$ cat config.mk
export PLATFORM = sky130hd
export DESIGN_NAME = marble_launcher
export DESIGN_NICKNAME = d
export VERILOG_FILES = /design/src/rtl/marble_launcher.sv
export SDC_FILE = /design/constraint.sdc
export NUM_CORES = 1
export LEC_CHECK = 0
export CAP_MARGIN = 20
export CORE_MARGIN = 2
export CORE_UTILIZATION = 35
export CTS_CLUSTER_DIAMETER = 150
export DETAILED_ROUTE_END_ITERATION = 7
export PLACE_DENSITY_LB_ADDON = 0.3
export SLEW_MARGIN = 20
export SYNTH_ARGS = -nofsm -noshare
export SYNTH_HDL_FRONTEND = slang
export SYNTH_SLANG_ARGS = --single-unit
$ cat constraint.sdc
create_clock -name i_clk -period 3.8 [get_ports i_clk]
set_input_delay 0.38 -clock i_clk [delete_from_list [all_inputs] [get_ports i_clk]]
set_output_delay 0.38 -clock i_clk [all_outputs]
set_load 0.02 [all_outputs]
$ cat src/rtl/marble_launcher.sv
// marble_launcher: marble source and bottom-trigger controller for the tumble board.
// Launches one marble at a time (blue -> top-left, red -> top-right), waits for it to
// reach a bottom trigger, and lets the trigger side choose the next colour. Halts when
// the needed hopper is empty or when no trigger arrives within TIMEOUT flight cycles.
//
// Ports:
//   i_clk, i_rst_n        clock, asynchronous active-low reset
//   i_start               begin a run (IDLE only)
//   i_reload              refill hoppers and clear flags (IDLE/HALT only)
//   i_trig_left/right     bottom trigger levels from the board
//   o_left, o_right       registered launch pulses (blue / red)
//   o_blue_cnt, o_red_cnt hopper contents
//   o_busy                high while launching or in flight
//   o_empty, o_timeout    sticky halt causes
//
// Optional feature (macro MARBLE_LAUNCHER_TRACE_EN):
//   o_launch_cnt  saturating launch count since reset/reload
//   o_last_side   colour of the most recent launch (0 blue, 1 red)
module marble_launcher #(
    parameter int unsigned BLUE_INIT  = 8,
    parameter int unsigned RED_INIT   = 8,
    parameter int unsigned CNT_W      = 4,
    parameter int unsigned PULSE_LEN  = 2,
    parameter int unsigned TIMEOUT    = 255,
    parameter bit          START_SIDE = 1'b0
) (
    input  logic             i_clk,
    input  logic             i_rst_n,
    input  logic             i_start,
    input  logic             i_reload,
    input  logic             i_trig_left,
    input  logic             i_trig_right,
    output logic             o_left,
    output logic             o_right,
    output logic [CNT_W-1:0] o_blue_cnt,
    output logic [CNT_W-1:0] o_red_cnt,
    output logic             o_busy,
    output logic             o_empty,
    output logic             o_timeout
`ifdef MARBLE_LAUNCHER_TRACE_EN
    ,
    output logic [7:0]       o_launch_cnt,
    output logic             o_last_side
`endif
);

    localparam int unsigned TimerW = $clog2(TIMEOUT + 1);
    localparam int unsigned PulseW = (PULSE_LEN > 1) ? $clog2(PULSE_LEN) : 1;

    localparam logic [CNT_W-1:0]  BlueInit  = CNT_W'(BLUE_INIT);
    localparam logic [CNT_W-1:0]  RedInit   = CNT_W'(RED_INIT);
    localparam logic [TimerW-1:0] TimerLast = TimerW'(TIMEOUT - 1);
    localparam logic [TimerW-1:0] TimerMax  = TimerW'(TIMEOUT);
    localparam logic [PulseW-1:0] PulseLast = PulseW'(PULSE_LEN - 1);

    typedef enum logic [1:0] {
        StIdle,
        StLaunch,
        StFlight,
        StHalt
    } state_e;

    state_e              state_q, state_d;
    logic                side_q, side_d;          // 0 blue/left, 1 red/right
    logic [CNT_W-1:0]    blue_q, blue_d;
    logic [CNT_W-1:0]    red_q, red_d;
    logic [PulseW-1:0]   pulse_q, pulse_d;
    logic [TimerW-1:0]   timer_q, timer_d;
    logic                pend_q, pend_d;
    logic                pend_side_q, pend_side_d;
    logic                empty_q, empty_d;
    logic                tout_q, tout_d;
    logic                left_q, right_q;
    logic                trig_l_q, trig_l_prev_q;
    logic                trig_r_q, trig_r_prev_q;

    logic                edge_l, edge_r;
    logic                req, req_side, reload;

    assign edge_l = trig_l_q & ~trig_l_prev_q;
    assign edge_r = trig_r_q & ~trig_r_prev_q;

    always_comb begin
        state_d     = state_q;
        side_d      = side_q;
        blue_d      = blue_q;
        red_d       = red_q;
        pulse_d     = pulse_q;
        timer_d     = timer_q;
        pend_d      = pend_q;
        pend_side_d = pend_side_q;
        empty_d     = empty_q;
        tout_d      = tout_q;
        req         = 1'b0;
        req_side    = 1'b0;
        reload      = 1'b0;

        unique case (state_q)
            StIdle: begin
                if (i_reload) begin
                    reload = 1'b1;
                end else if (i_start) begin
                    req      = 1'b1;
                    req_side = START_SIDE;
                end
            end
            StLaunch: begin
                // Zero-delay boards can answer before the pulse ends; keep the first edge.
                if (!pend_q && (edge_l || edge_r)) begin
                    pend_d      = 1'b1;
                    pend_side_d = ~edge_l;
                end
                if (pulse_q == PulseLast) begin
                    state_d = StFlight;
                    timer_d = '0;
                end else begin
                    pulse_d = pulse_q + 1'b1;
                end
            end
            StFlight: begin
                if (pend_q) begin
                    req      = 1'b1;
                    req_side = pend_side_q;
                    pend_d   = 1'b0;
                end else if (edge_l || edge_r) begin
                    req      = 1'b1;
                    req_side = ~edge_l;
                end else if (timer_q == TimerLast) begin
                    state_d = StHalt;
                    tout_d  = 1'b1;
                    timer_d = TimerMax;
                end else begin
                    timer_d = timer_q + 1'b1;
                end
            end
            StHalt: begin
                if (i_reload) begin
                    reload  = 1'b1;
                    state_d = StIdle;
                end
            end
            default: state_d = StIdle;
        endcase

        if (reload) begin
            blue_d  = BlueInit;
            red_d   = RedInit;
            empty_d = 1'b0;
            tout_d  = 1'b0;
        end

        // Launch request: decrement only a non-empty hopper, otherwise halt.
        if (req) begin
            if (req_side ? (red_q != '0) : (blue_q != '0)) begin
                state_d = StLaunch;
                side_d  = req_side;
                pulse_d = '0;
                if (req_side) begin
                    red_d = red_q - 1'b1;
                end else begin
                    blue_d = blue_q - 1'b1;
                end
            end else begin
                state_d = StHalt;
                empty_d = 1'b1;
            end
        end
    end

    always_ff @(posedge i_clk or negedge i_rst_n) begin
        if (!i_rst_n) begin
            state_q       <= StIdle;
            side_q        <= 1'b0;
            blue_q        <= BlueInit;
            red_q         <= RedInit;
            pulse_q       <= '0;
            timer_q       <= '0;
            pend_q        <= 1'b0;
            pend_side_q   <= 1'b0;
            empty_q       <= 1'b0;
            tout_q        <= 1'b0;
            left_q        <= 1'b0;
            right_q       <= 1'b0;
            trig_l_q      <= 1'b0;
            trig_l_prev_q <= 1'b0;
            trig_r_q      <= 1'b0;
            trig_r_prev_q <= 1'b0;
        end else begin
            state_q       <= state_d;
            side_q        <= side_d;
            blue_q        <= blue_d;
            red_q         <= red_d;
            pulse_q       <= pulse_d;
            timer_q       <= timer_d;
            pend_q        <= pend_d;
            pend_side_q   <= pend_side_d;
            empty_q       <= empty_d;
            tout_q        <= tout_d;
            // Pulses follow the next state so they rise with the decrement edge.
            left_q        <= (state_d == StLaunch) & ~side_d;
            right_q       <= (state_d == StLaunch) & side_d;
            trig_l_q      <= i_trig_left;
            trig_l_prev_q <= trig_l_q;
            trig_r_q      <= i_trig_right;
            trig_r_prev_q <= trig_r_q;
        end
    end

    assign o_left     = left_q;
    assign o_right    = right_q;
    assign o_blue_cnt = blue_q;
    assign o_red_cnt  = red_q;
    assign o_busy     = (state_q == StLaunch) || (state_q == StFlight);
    assign o_empty    = empty_q;
    assign o_timeout  = tout_q;

`ifdef MARBLE_LAUNCHER_TRACE_EN
    logic [7:0] launch_cnt_q, launch_cnt_d;
    logic       last_side_q, last_side_d;
    logic       launch;

    // LAUNCH always exits to FLIGHT, so entering it marks exactly one launch.
    assign launch = (state_d == StLaunch) && (state_q != StLaunch);

    always_comb begin
        launch_cnt_d = launch_cnt_q;
        last_side_d  = last_side_q;
        if (reload) begin
            launch_cnt_d = '0;
            last_side_d  = 1'b0;
        end else if (launch) begin
            if (launch_cnt_q != 8'hFF) begin
                launch_cnt_d = launch_cnt_q + 8'd1;
            end
            last_side_d = side_d;
        end
    end

    always_ff @(posedge i_clk or negedge i_rst_n) begin
        if (!i_rst_n) begin
            launch_cnt_q <= '0;
            last_side_q  <= 1'b0;
        end else begin
            launch_cnt_q <= launch_cnt_d;
            last_side_q  <= last_side_d;
        end
    end

    assign o_launch_cnt = launch_cnt_q;
    assign o_last_side  = last_side_q;
`else
    // Default build carries no launch tracing state.
`endif

endmodule

==> results of run 1 <==
## kinds of logic (layout without fill, tap and decap cells)
logic type	after synthesis	in the layout	synth area share, %
and+or+nand+nor	58	58	19.7
AOI/OAI and AO/OA	51	51	21.9
DFF	30	30	43.9
buffers and inverters	17	39	4.88
adders and majority gates	8	8	5.83
muxes	4	4	3.35
xor gates and xnor gates	1	1	0.510
## power by group through the flow
| stage | Sequential [uW] | Clock, uW | Combinational (uW) |
|---|---|---|---|
| after floorplan | 550 | 0 | 504 |
| after global routing | 529 | 293 | 846 |
| after global placement | 516 | 0 | 755 |
| after detailed placement | 515 | 0 | 757 |
| final | 509 | 267 | 755 |
| after CTS | 510 | 279 | 764 |
## flip-flops by register name (all words and copies together) (netlist names), 2 cells and up
signal / flops
o_blue_cnt: 4
o_red_cnt: 4
state_q: 2
timer_q: 8
## cells in the mapped netlist (2+ instances only)
| master | n | share of area [%] |
|---|---|---|
| sky130_fd_sc_hd__and3_1 | 4 | 1.5 |
| sky130_fd_sc_hd__a21oi_1 | 8 | 2.3 |
| sky130_fd_sc_hd__ha_1 | 8 | 5.8 |
| sky130_fd_sc_hd__o21ai_0 | 15 | 4.4 |
| sky130_fd_sc_hd__a21o_1 | 2 | 0.87 |
| sky130_fd_sc_hd__nor2b_1 | 3 | 1.1 |
| sky130_fd_sc_hd__nand3_1 | 11 | 3.2 |
| sky130_fd_sc_hd__nor3_1 | 4 | 1.2 |
| sky130_fd_sc_hd__and3b_1 | 2 | 1.0 |
| sky130_fd_sc_hd__o21ai_1 | 4 | 1.2 |
| sky130_fd_sc_hd__a2bb2oi_1 | 2 | 1.0 |
| sky130_fd_sc_hd__dfrtp_1 | 28 | 41 |
| sky130_fd_sc_hd__dfstp_2 | 2 | 3.1 |
| sky130_fd_sc_hd__or3_1 | 2 | 0.73 |
| sky130_fd_sc_hd__nand2b_1 | 5 | 1.8 |
| sky130_fd_sc_hd__nor2_1 | 5 | 1.1 |
| sky130_fd_sc_hd__o211ai_1 | 2 | 0.87 |
| sky130_fd_sc_hd__mux2i_1 | 2 | 1.2 |
| sky130_fd_sc_hd__buf_2 | 3 | 0.87 |
| sky130_fd_sc_hd__nand2_1 | 12 | 2.6 |
| sky130_fd_sc_hd__inv_1 | 12 | 2.6 |
| sky130_fd_sc_hd__a22o_1 | 5 | 2.6 |
## path summary, 6_finish.rpt
path                            cells past startpoint                      end
min in group asynchronous                           2  o_blue_cnt[0]$_DFF_PN0_
worst max-delay path                                6  o_blue_cnt[2]$_DFF_PN0_
worst min-delay path                                0  trig_l_prev_q$_DFF_PN0_
max in group asynchronous                           2   o_red_cnt[3]$_DFF_PN1_
worst min register to register                      0  trig_l_prev_q$_DFF_PN0_
worst max register to register                      6  o_blue_cnt[2]$_DFF_PN0_
## worst reg2reg max path: cells and delay by family (launching register included)
kind	cells	cell delay [ns]
fa+ha+maj	1	0.58
buf+inv	1	0.09
flops	1	0.42
mux	2	0.45
compound gates	2	0.66
## layer usage
layer / share of wire [%] / wire (um) / vias to the layer above
met5: 0 / 0 / -
met4: 2.5 / 85 / 0
met3: 3.0 / 101 / 8
met2: 41 / 1370 / 19
met1: 54 / 1810 / 605
li1: - / - / 652
## cell type report
type                       instances  area share [%]
inverter                          12            2.20
clock inverter                     2           0.612
timing repair buffer              19            9.18
clock buffer                       6            4.04
multi-input combinational        122            43.0
sequential                        30            36.8
tap                               67            4.10
## stage by stage
step / util, % / setup slack, ns / instance area [um2]
finish: 43.3 / 1.52 / 2040
global placement: 41.3 / 1.55 / 1950
floorplan: - / 1.90 / 1720
detailed placement: 41.3 / 1.55 / 1950
global route: 43.3 / 1.28 / 2040
CTS: 43.3 / 1.51 / 2040
==> impl.org, run 1 <==
** Critical path
- For the worst setup path, the data required time is 4.00 ns.
- Worst path cell trace :: inv_1 -> ha_1 -> o31ai_4 -> a221o_2 -> mux2_4 -> mux2i_4
- Element type at the critical path end :: flip-flop
- CP max-delay cell :: sky130_fd_sc_hd__ha_1
- Nature of the critical path startpoint :: flip-flop
- In this run the worst setup path begins at state_q[0]$_DFF_PN0_.
- The worst register-to-register path has a setup slack of 1.52 ns.
- Reg-to-Reg Start :: state_q[0]$_DFF_PN0_
- Worst Path Arrival :: 2.48 ns
- Largest stage delay on the critical path :: 0.58 ns
- Max FO, Critical Path :: 19
- The worst setup path is of the reg -> reg kind.
- Among cell families on the critical path, the largest total delay comes from compound AO/OA/AOI/OAI gates.
- Worst path bufs/invs :: 1

** Timing
- The routed design could run at a clock period as short as 2.28 ns.
- At the pin with the least slew margin, the transition time is 0.652 ns.
- Slew headroom :: 56.5%
- Final hold vios :: 0
- Setup violations remaining at the end of the flow were counted as 0.
- The worst path uses 59.9% of the clock period.
- Fmax :: 439 MHz
- Setup repair after global routing left no endpoint under its margin.
- Worst hold-check slack :: 0.396 ns
- Worst clock skew :: 0.00994 ns
- The count of final max-slew check failures came to 0.
- Setup total negative slack on the finished layout was measured at 0 ns.

** Synthesis
- Syn_area_per_cell :: 10.2 um2
- Yosys mapped a number of flops with a built-in enable equal to 0.
- Counting flops with an async set or reset pin after synthesis yields a share of 100%.
- The share of the Yosys chip area taken by registers is 43.9%.
- Total nets after synthesis :: 183
- The synthesized design contains 30 register bits.
- Number of distinct standard cells referenced by the synthesized netlist :: 50
- Dominant register cell in the synthesized netlist :: sky130_fd_sc_hd__dfrtp_1
- Count of synthesis-stage warnings from yosys :: 0
- Synthesized instance count :: 169
- The cell area that synthesis handed to floorplanning was 1720 um2.

** Global route
- Number of antenna violations at the first check in global routing :: 0
- Global-route usage over all layers :: 15.0%
- Summed over all layers, the global routing overflow is 0.
- The via count of the first global-routing pass came to 1290.
- Global-route wire length before repair :: 6.23 mm
- For this run, global-route usage on met2 was measured as 20.6%.
- Maximum number of pins on one net before global-route repair :: 31
- Global routing used 21.7% of the available met1 tracks.
- Global routing used 3.93% of the available met3 tracks.
- Top Usage Layer GRT :: met1

** Detailed routing
- Final antenna-violating net count :: 0
- Routed wire per std cell :: 13.0 um
- The first detailed-routing pass took 4 iterations.
- Number of design-rule violations left by the first detailed-router iteration :: 61
- Detail-routed via count per cell :: 4.98
- In the routed design, unresolved DRC markers number 0.
- The routed design has 3.36 mm of wire.
- Summing over every cut layer, the via total after detailed routing is 1284.

** Finish
- Layout Cells excl Fill :: 258
- After filler insertion, the fill cell instance count of the layout stands at 475.
- Most frequent cells in the layout :: 28 x sky130_fd_sc_hd__dfrtp_1, 18 x sky130_fd_sc_hd__clkdlybuf4s50_1, 15 x sky130_fd_sc_hd__o21ai_0
- # nets final :: 204
- Area of the multi-input gates :: 880 um2
- Antenna Cells :: 0
- Layout cells sized above 1 :: 13.1%
- The area growth from synthesis to layout is 19.1%.
- Most common cell after layout, fill and taps aside :: sky130_fd_sc_hd__dfrtp_1
- Sequential cell area in the final layout :: 753 um2

** Clock network
- Buffers inserted during post-CTS setup optimization :: 0
- For the worst-skew pair, the clock arrives at the later sink with an insertion delay of 0.29 ns.
- After clock tree synthesis, the clock-pin slew on the worst setup and hold paths is 0.07 ns.
- Maximum level of the CTS H-tree :: 2
- TritonCTS clock tree :: built
- In this run, post-CTS hold repair placed 0 buffers.
- CTS sink count :: 30
- The number of clock buffers added by TritonCTS is 5.
- Clock tree root buffer cell :: sky130_fd_sc_hd__clkbuf_8
- Counting along the longest clock path gives a buffer depth of 2.
- CTS-repair resized insts :: 0

** Placement
- Post-detail-place hpwl :: 2.39 mm
- Port Buf Inserts :: 18
- Number of placed instances with taps included :: 250
- At the end of routability-driven placement, the weighted congestion stood at 0.791.

** Pwr
- The design draws 1530 uW.
- Switching pwr :: 624 uW
- Maximum ir drop on the vdd rail :: 0.000383 V
- Cell internal power was estimated by the tool at 907 uW.
- Summed over all cells, the static leakage comes to 0.000887 uW.
- Logic gate share of total power :: 49.3%
- In this run switching power makes up 40.7% of total power.
- Clock share of power :: 17.5%
- Pwr/cell area :: 749 nW/um2
- Reg power frac :: 33.2%

** Floorplan
- Die area :: 5480 um2
- IO Pins :: 19
- Vert. Die Dim :: 74.0 um
- Die width :: 74.0 um
- Initial standard-cell utilization of the core :: 36.3%
- The floorplan has 25 rows.
- The total area inside the core boundary comes to 4720 um2.

** Worst hold path
- The min-delay analysis places its worst path in the category reg -> reg.
- The worst hold path begins at trig_l_q$_DFF_PN0_.

** Status
- The flow ran to the end, and the final reports show no timing, DRC or antenna violations.

** Run
- Max-cap viol count :: 0
No activity file was read; power rests on OpenSTA's default activity.
==> run 2, diff against run 1 <==
==> constraint.sdc (replaced) <==
create_clock -name i_clk -period 2.23 [get_ports i_clk]
set_input_delay 0.223 -clock i_clk [delete_from_list [all_inputs] [get_ports i_clk]]
set_output_delay 0.223 -clock i_clk [all_outputs]
set_load 0.02 [all_outputs]
==> run 2 against run 1 <==
  * Core utilization increased by 0.95 points
  * Register-to-register slack lost 1.3 ns
  * First-iteration DRC count is 16% lower
  * Clock power rose by 89%
  * Sequential cell count unchanged
  * Non-clock buffer count increased by 4
  * Cell count up 1.6%
==> impl.org, run 2 (synthesis results as in run 1) <==
** Timing
- The pin slew with the least headroom to its limit is 0.551 ns (was 0.652 ns).
- The time the final worst path needs with I/O delays and setup is 2.03 ns (was 2.28 ns).
- The setup-violating endpoint count in the final report came to 0 (unchanged).
- The number of hold violations in the final report is 0 (unchanged).
- RSZ-0062 raised after global routing :: no (unchanged)
- Worst clock skew :: 0.00489 ns (was 0.00994 ns)
- The count of final max-slew check failures came to 0 (unchanged).
- Post-route setup TNS :: 0 ns (unchanged)
- Final cycle utilization of the critical path :: 91.0% (was 59.9%)
- The achievable clock frequency came to 493 MHz (was 439 MHz).
- Slew headroom :: 63.1% (was 56.5%)

** Clock network
- The TritonCTS buffer count was 5 (unchanged).
- The number of buffers inserted for hold repair after clock tree synthesis was 0 (unchanged).
- Clock Path Buffers :: 2 (unchanged)
- The clock latency reported for the late side of the worst-skew pair was 0.28 ns (was 0.29 ns).
- CTS-repair resized insts :: 0 (unchanged)
- The root buffer cell was sky130_fd_sc_hd__clkbuf_8 (unchanged).
- Buffers inserted during post-CTS setup optimization :: 0 (unchanged)
- TritonCTS clock tree :: built (unchanged)
- The TritonCTS sink count is 30 (unchanged).
- Maximum level of the CTS H-tree :: 2 (unchanged)
- The clock slew seen by the registers of the worst setup and hold paths came to 0.06 ns (was 0.07 ns).

** Global route
- The wire length of the first global-routing pass is 6.04 mm (was 6.23 mm).
- The remaining global-route overflow is 0 (unchanged).
- Global-route usage over all layers :: 14.7% (was 15.0%)
- The via count of the first global-routing pass was 1259 (was 1290).
- The initial antenna violation count was 0 (unchanged).
- Maximum number of pins on one net before global-route repair :: 31 (unchanged)

** Critical path
- Nature of the critical path startpoint :: flip-flop (unchanged)
- Data required time at the worst endpoint :: 2.38 ns (was 4.00 ns)
- The capturing element type of the critical path is a flip-flop (unchanged).
- Worst Path Arrival :: 2.18 ns (was 2.48 ns)
- The worst reg-to-reg setup slack is 0.20 ns (was 1.52 ns).
- The category of the critical setup timing path is reg -> reg (unchanged).
- The maximum fanout encountered on the critical timing path is 8 (was 19).
- The worst reg2reg path depth is 6 (unchanged).

** Finish
- The layout overhead on the synthesized area came to 21.7% (was 19.1%).
- Max FFs per register :: 8 (unchanged)
- The final design instance area without fill came to 2090 um2 (was 2040 um2).
- Area of the multi-input gates :: 880 um2 (unchanged)
- Most common cell after layout, fill and taps aside :: sky130_fd_sc_hd__dfrtp_1 (unchanged)
- The storage element area was 753 um2 (unchanged).
- The number of fill cells is 458 (was 475).
- The net total in the final layout is 208 (was 204).
- Most frequent cells in the layout: 28 x sky130_fd_sc_hd__dfrtp_1, 18 x sky130_fd_sc_hd__clkdlybuf4s50_1, 15 x sky130_fd_sc_hd__o21ai_0 (unchanged).
- Layout cells sized above 1 :: 14.9% (was 13.1%)
- Largest Register :: timer_q (unchanged)
- The number of standard cells in the final layout excluding fillers was 262 (was 258).
- The number of antenna cells inserted was 0 (unchanged).

** Floorplan
- Initial standard-cell utilization of the core :: 36.3% (unchanged)
- Site row count :: 25 (unchanged)
- Vert. Die Dim :: 74.0 um (unchanged)
- The area of the die is 5480 um2 (unchanged).
- Die width :: 74.0 um (unchanged)
- IO Pins :: 19 (unchanged)
- Area of the placeable core :: 4720 um2 (unchanged)

** Detailed routing
- The ratio of routed vias to standard cells was 4.96 (was 4.98).
- The detailed-router iteration count before antenna repair came to 4 (unchanged).
- The routed wire length came to 3.43 mm (was 3.36 mm).
- Remaining DRCs :: 0 (unchanged)
- Routed wire per std cell :: 13.1 um (was 13.0 um)
- Number of design-rule violations left by the first detailed-router iteration :: 51 (was 61)
- Via Count :: 1300 (was 1284)
- The remaining number of nets flagged by the antenna check after routing came to 0 (unchanged).

** Placement
- The HPWL after detailed placement came to 2.51 mm (was 2.39 mm).
- The placed cell count was 254 (was 250).
- The count of input and output buffers was 18 (unchanged).
- The global placement routability congestion is 0.762 (was 0.791).
- The standard cell area after detailed placement came to 1980 um2 (was 1950 um2).

** Worst hold path
- Worst hold path type :: in -> async (was reg -> reg)

** Status
- Status :: finished clean (unchanged)

** Pwr
- Maximum ir drop on the vdd rail :: 0.000726 V (was 0.000383 V)
- The total leakage power came to 0.000917 uW (was 0.000887 uW).
- The power per cell area is 1290 nW/um2 (was 749 nW/um2).

** Run
- The number of max-capacitance violations reported is 0 (unchanged).
run 2: cell types whose count changed in the layout (fill, tap and decap cells not counted), sizes merged:
cell and delta:
clkinvlp -1, clkinv -1, clkbuf +2, buf +4
run 2: cell type report:
class                           instances  share of cell area (%)
Timing Repair Buffer                   23                    10.4
Clock buffer                            8                    5.27
Inverter                               12                    2.16
Multi-Input combinational cell        122                    42.1
Sequential cell                        30                    36.0
Tap cell                               67                    4.01
run 2: worst paths after layout:
| kind | startpoint | to |
|---|---|---|
| setup / recovery | state_q[1]$_DFF_PN0_ | o_left$_DFF_PN0_ |
| hold / removal | i_rst_n | o_blue_cnt[1]$_DFF_PN0_ |
| hold reg to reg | trig_r_q$_DFF_PN0_ | trig_r_prev_q$_DFF_PN0_ |
| min in group i_clk | i_trig_left | trig_l_q$_DFF_PN0_ |
| setup reg to reg | state_q[1]$_DFF_PN0_ | o_left$_DFF_PN0_ |
| max in group asynchronous | i_rst_n | o_red_cnt[3]$_DFF_PN1_ |
run 2: worst max-delay path, cell delays in order (launching register included):
cell	delay [ns]
sky130_fd_sc_hd__dfrtp_1	0.41
sky130_fd_sc_hd__inv_1	0.09
sky130_fd_sc_hd__ha_1	0.28
sky130_fd_sc_hd__nand2b_1	0.18
sky130_fd_sc_hd__or4b_1	0.47
sky130_fd_sc_hd__a221oi_2	0.38
sky130_fd_sc_hd__nor3_1	0.10
run 2: stage by stage:
stage / hold slack [ns] / util, % / power [uW] / setup slack (ns)
final: 0.344 / 44.2 / 2690 / 0.200
after global routing: 0.380 / 44.2 / 2920 / 0.0566
after CTS: 0.350 / 44.2 / 2730 / 0.178
after detailed placement: 0.393 / 41.9 / 2200 / 0.210
after global placement: 0.390 / 41.9 / 2190 / 0.223
after floorplan: -0.0726 / - / 1800 / 0.335
run 2: report_power, final:
group	internal [uW]	total, uW	leakage (uW)	switching (uW)
registers	704	869	0.000384	165
logic	620	1310	0.000475	691
clock network	311	505	0.0000575	194
run 2: per-layer routing:
metal  wire, um  track usage [%]
met1       1790             20.3
met4         76             7.27
met3        113             4.07
met5          0                0
met2       1450             21.0
==> run 3, diff against run 2 <==
==> constraint.sdc (replaced) <==
create_clock -name i_clk -period 2.12 [get_ports i_clk]
set_input_delay 0.212 -clock i_clk [delete_from_list [all_inputs] [get_ports i_clk]]
set_output_delay 0.212 -clock i_clk [all_outputs]
set_load 0.02 [all_outputs]
==> run 3 against run 2 <==
  * Worst hold slack got worse by 0.0075 ns
  * Core utilization rose by 0.21 points
  * Clock power fell by 8.5%
  * Critical path type unchanged
  * Critical endpoint is now o_blue_cnt[2]$_DFF_PN0_
==> impl.org, run 3 (synthesis results as in run 1) <==
** Status
- Status: finished clean (unchanged).

** Global route
- Number of antenna violations at the first check in global routing :: 0 (unchanged)
- The largest net degree at the start of global routing was 31 (unchanged).
- Global-route usage over all layers :: 14.5% (was 14.7%)
- The wire length of the first global-routing pass is 6.08 mm (was 6.04 mm).
- Vias in the first global route :: 1275 (was 1259)
- The remaining global-route overflow came to 0 (unchanged).

** Timing
- The post-route clock period utilization is 92.6% (was 91.0%).
- Worst hold-check slack :: 0.337 ns (was 0.344 ns)
- RSZ-0062 raised after global routing: no (unchanged).
- The number of hold violations in the final report came to 0 (unchanged).
- Slew headroom :: 60.7% (was 63.1%)
- The pin slew with the least headroom to its limit was 0.587 ns (was 0.551 ns).
- The count of final max-slew check failures is 0 (unchanged).
- The final worst setup slack came to 0.156 ns (was 0.200 ns).
- Fmax :: 509 MHz (was 493 MHz)
- The time the final worst path needs with I/O delays and setup was 1.96 ns (was 2.03 ns).
- Total setup violations reported at the end of the flow :: 0 (unchanged)
- Worst clock skew :: 0.00677 ns (was 0.00489 ns)
- Post-route setup TNS :: 0 ns (unchanged)

** Critical path
- The maximum fanout encountered on the critical timing path is 6 (was 8).
- The data arrival time at the worst-slack endpoint was 2.17 ns (was 2.18 ns).
- The worst reg-to-reg setup slack was 0.16 ns (was 0.20 ns).
- Crit path kind :: reg -> reg (unchanged)
- The required time of the worst setup path came to 2.32 ns (was 2.38 ns).
- The capturing element type of the critical path is a flip-flop (unchanged).
- The startpoint type of the worst setup path is a flip-flop (unchanged).

** Finish
- Filler Cell Count :: 458 (unchanged)
- The top register by number of flip-flops is timer_q (unchanged).
- Most common cell after layout, fill and taps aside :: sky130_fd_sc_hd__dfrtp_1 (unchanged)
- The net total in the final layout came to 210 (was 208).
- The number of flip-flops in the largest register is 8 (unchanged).
- Layout cells sized above 1 :: 15.7% (was 14.9%)
- Layout Cells excl Fill :: 264 (was 262)
- Syn-to-layout area delta :: 22.3% (was 21.7%)
- Antenna Cells :: 0 (unchanged)
- Most frequent cells in the layout :: 28 x sky130_fd_sc_hd__dfrtp_1, 18 x sky130_fd_sc_hd__clkdlybuf4s50_1, 15 x sky130_fd_sc_hd__o21ai_0 (unchanged)

** Clock network
- Hold bufs inserted after CTS :: 0 (unchanged)
- Buffers inserted during post-CTS setup optimization :: 0 (unchanged)
- TritonCTS clock tree :: built (unchanged)
- The clock latency reported for the late side of the worst-skew pair was 0.28 ns (about the same).
- Clock tree root buffer cell :: sky130_fd_sc_hd__clkbuf_8 (unchanged)
- The number of buffers on the longest clock path was 2 (unchanged).
- Maximum level of the CTS H-tree :: 2 (unchanged)
- Number of buffers created by CTS :: 5 (unchanged)
- The TritonCTS sink count was 30 (unchanged).
- Clock slew at reported path FFs :: 0.06 ns (about the same)

** Placement
- The placed cell count was 256 (was 254).
- The pre-CTS worst setup slack was 0.157 ns (was 0.210 ns).
- Port Buf Inserts :: 18 (unchanged)
- The global placement routability congestion is 0.733 (was 0.762).
- The HPWL after detailed placement was 2.46 mm (was 2.51 mm).

** Detailed routing
- The final routed wire length divided by cell count was 12.9 um (was 13.1 um).
- The number of remaining DRC errors came to 0 (unchanged).
- Initial DRT Pass Iterations :: 4 (unchanged)
- Number of design-rule violations left by the first detailed-router iteration :: 43 (was 51)
- The total vias in the final route is 1279 (was 1300).
- Detail-routed via count per cell :: 4.84 (was 4.96)
- Total length of routed wires :: 3.40 mm (was 3.43 mm)
- Final antenna-violating net count :: 0 (unchanged)

** Pwr
- Maximum ir drop on the vdd rail :: 0.000690 V (was 0.000726 V)
- The total leakage power was 0.000919 uW (was 0.000917 uW).
- The total power after layout is 2810 uW (was 2690 uW).
- The power per cell area was 1340 nW/um2 (was 1290 nW/um2).

** Floorplan
- Vert. Die Dim :: 74.0 um (unchanged)
- The starting density of the core came to 36.3% (unchanged).
- Site row count :: 25 (unchanged)
- Die area :: 5480 um2 (unchanged)
- Area of the placeable core :: 4720 um2 (unchanged)
- The chip width came to 74.0 um (unchanged).
- IO Pins :: 19 (unchanged)

** Run
- Max-cap viol count :: 0 (unchanged)

** Worst hold path
- Worst hold path type :: in -> async (unchanged)
-- run 3: final timing paths --
check | start | end | cells past startpoint
setup / recovery | state_q[1]$_DFF_PN0_ | o_blue_cnt[2]$_DFF_PN0_ | 6
hold / removal | i_rst_n | o_blue_cnt[1]$_DFF_PN0_ | 2
setup reg to reg | state_q[1]$_DFF_PN0_ | o_blue_cnt[2]$_DFF_PN0_ | 6
hold reg to reg | trig_l_q$_DFF_PN0_ | trig_l_prev_q$_DFF_PN0_ | 0
max in group asynchronous | i_rst_n | o_red_cnt[3]$_DFF_PN1_ | 2
min in group i_clk | i_trig_left | trig_l_q$_DFF_PN0_ | 1
-- run 3: report_power, final --
group	switching [uW]	total, uW	internal, uW
registers	179	919	741
clock network	201	462	261
logic	740	1430	687
-- run 3: worst max-delay path, cell delays in order (launching register included) --
cell and delay (ns):
sky130_fd_sc_hd__dfrtp_1 0.42, sky130_fd_sc_hd__inv_1 0.11, sky130_fd_sc_hd__ha_1 0.26, sky130_fd_sc_hd__nand3b_1 0.19
sky130_fd_sc_hd__a221o_2 0.46, sky130_fd_sc_hd__mux2_4 0.33, sky130_fd_sc_hd__mux2i_4 0.12
-- run 3: routing by layer --
layer,vias up,wire length (um),GRT usage (%)
met5,-,0,0
met4,0,71,6.06
met3,6,147,4.07
met2,23,1380,21.0
met1,586,1800,20.3
li1,664,-,-
-- run 3: layout make-up --
class                   count  area [um2]  area share [%]
flip-flops and latches     30         753            35.9
inverters                  12        45.0            2.15
repair buffers             25         233            11.1
clock buffers               7        86.3            4.11
multi-input cells         122         893            42.6
clock inverters             1        5.00           0.238
well taps                  67        83.8            3.99
-- run 3: what timing repair did --
| item | 4_1_cts | 5_1_grt |
|---|---|---|
| resized for setup | 0 | 2 |
| endpoints found under the hold margin | 0 | 0 |
| setup endpoints to repair | 0 | 1 |
-- run 3: per-stage QoR --
step	cell area, um2	utilization [%]
2_1_floorplan	1720	-
3_3_place_gp	1990	42.2
3_5_place_dp	1990	42.2
4_1_cts	2090	44.2
5_1_grt	2100	44.5
6_report	2100	44.5
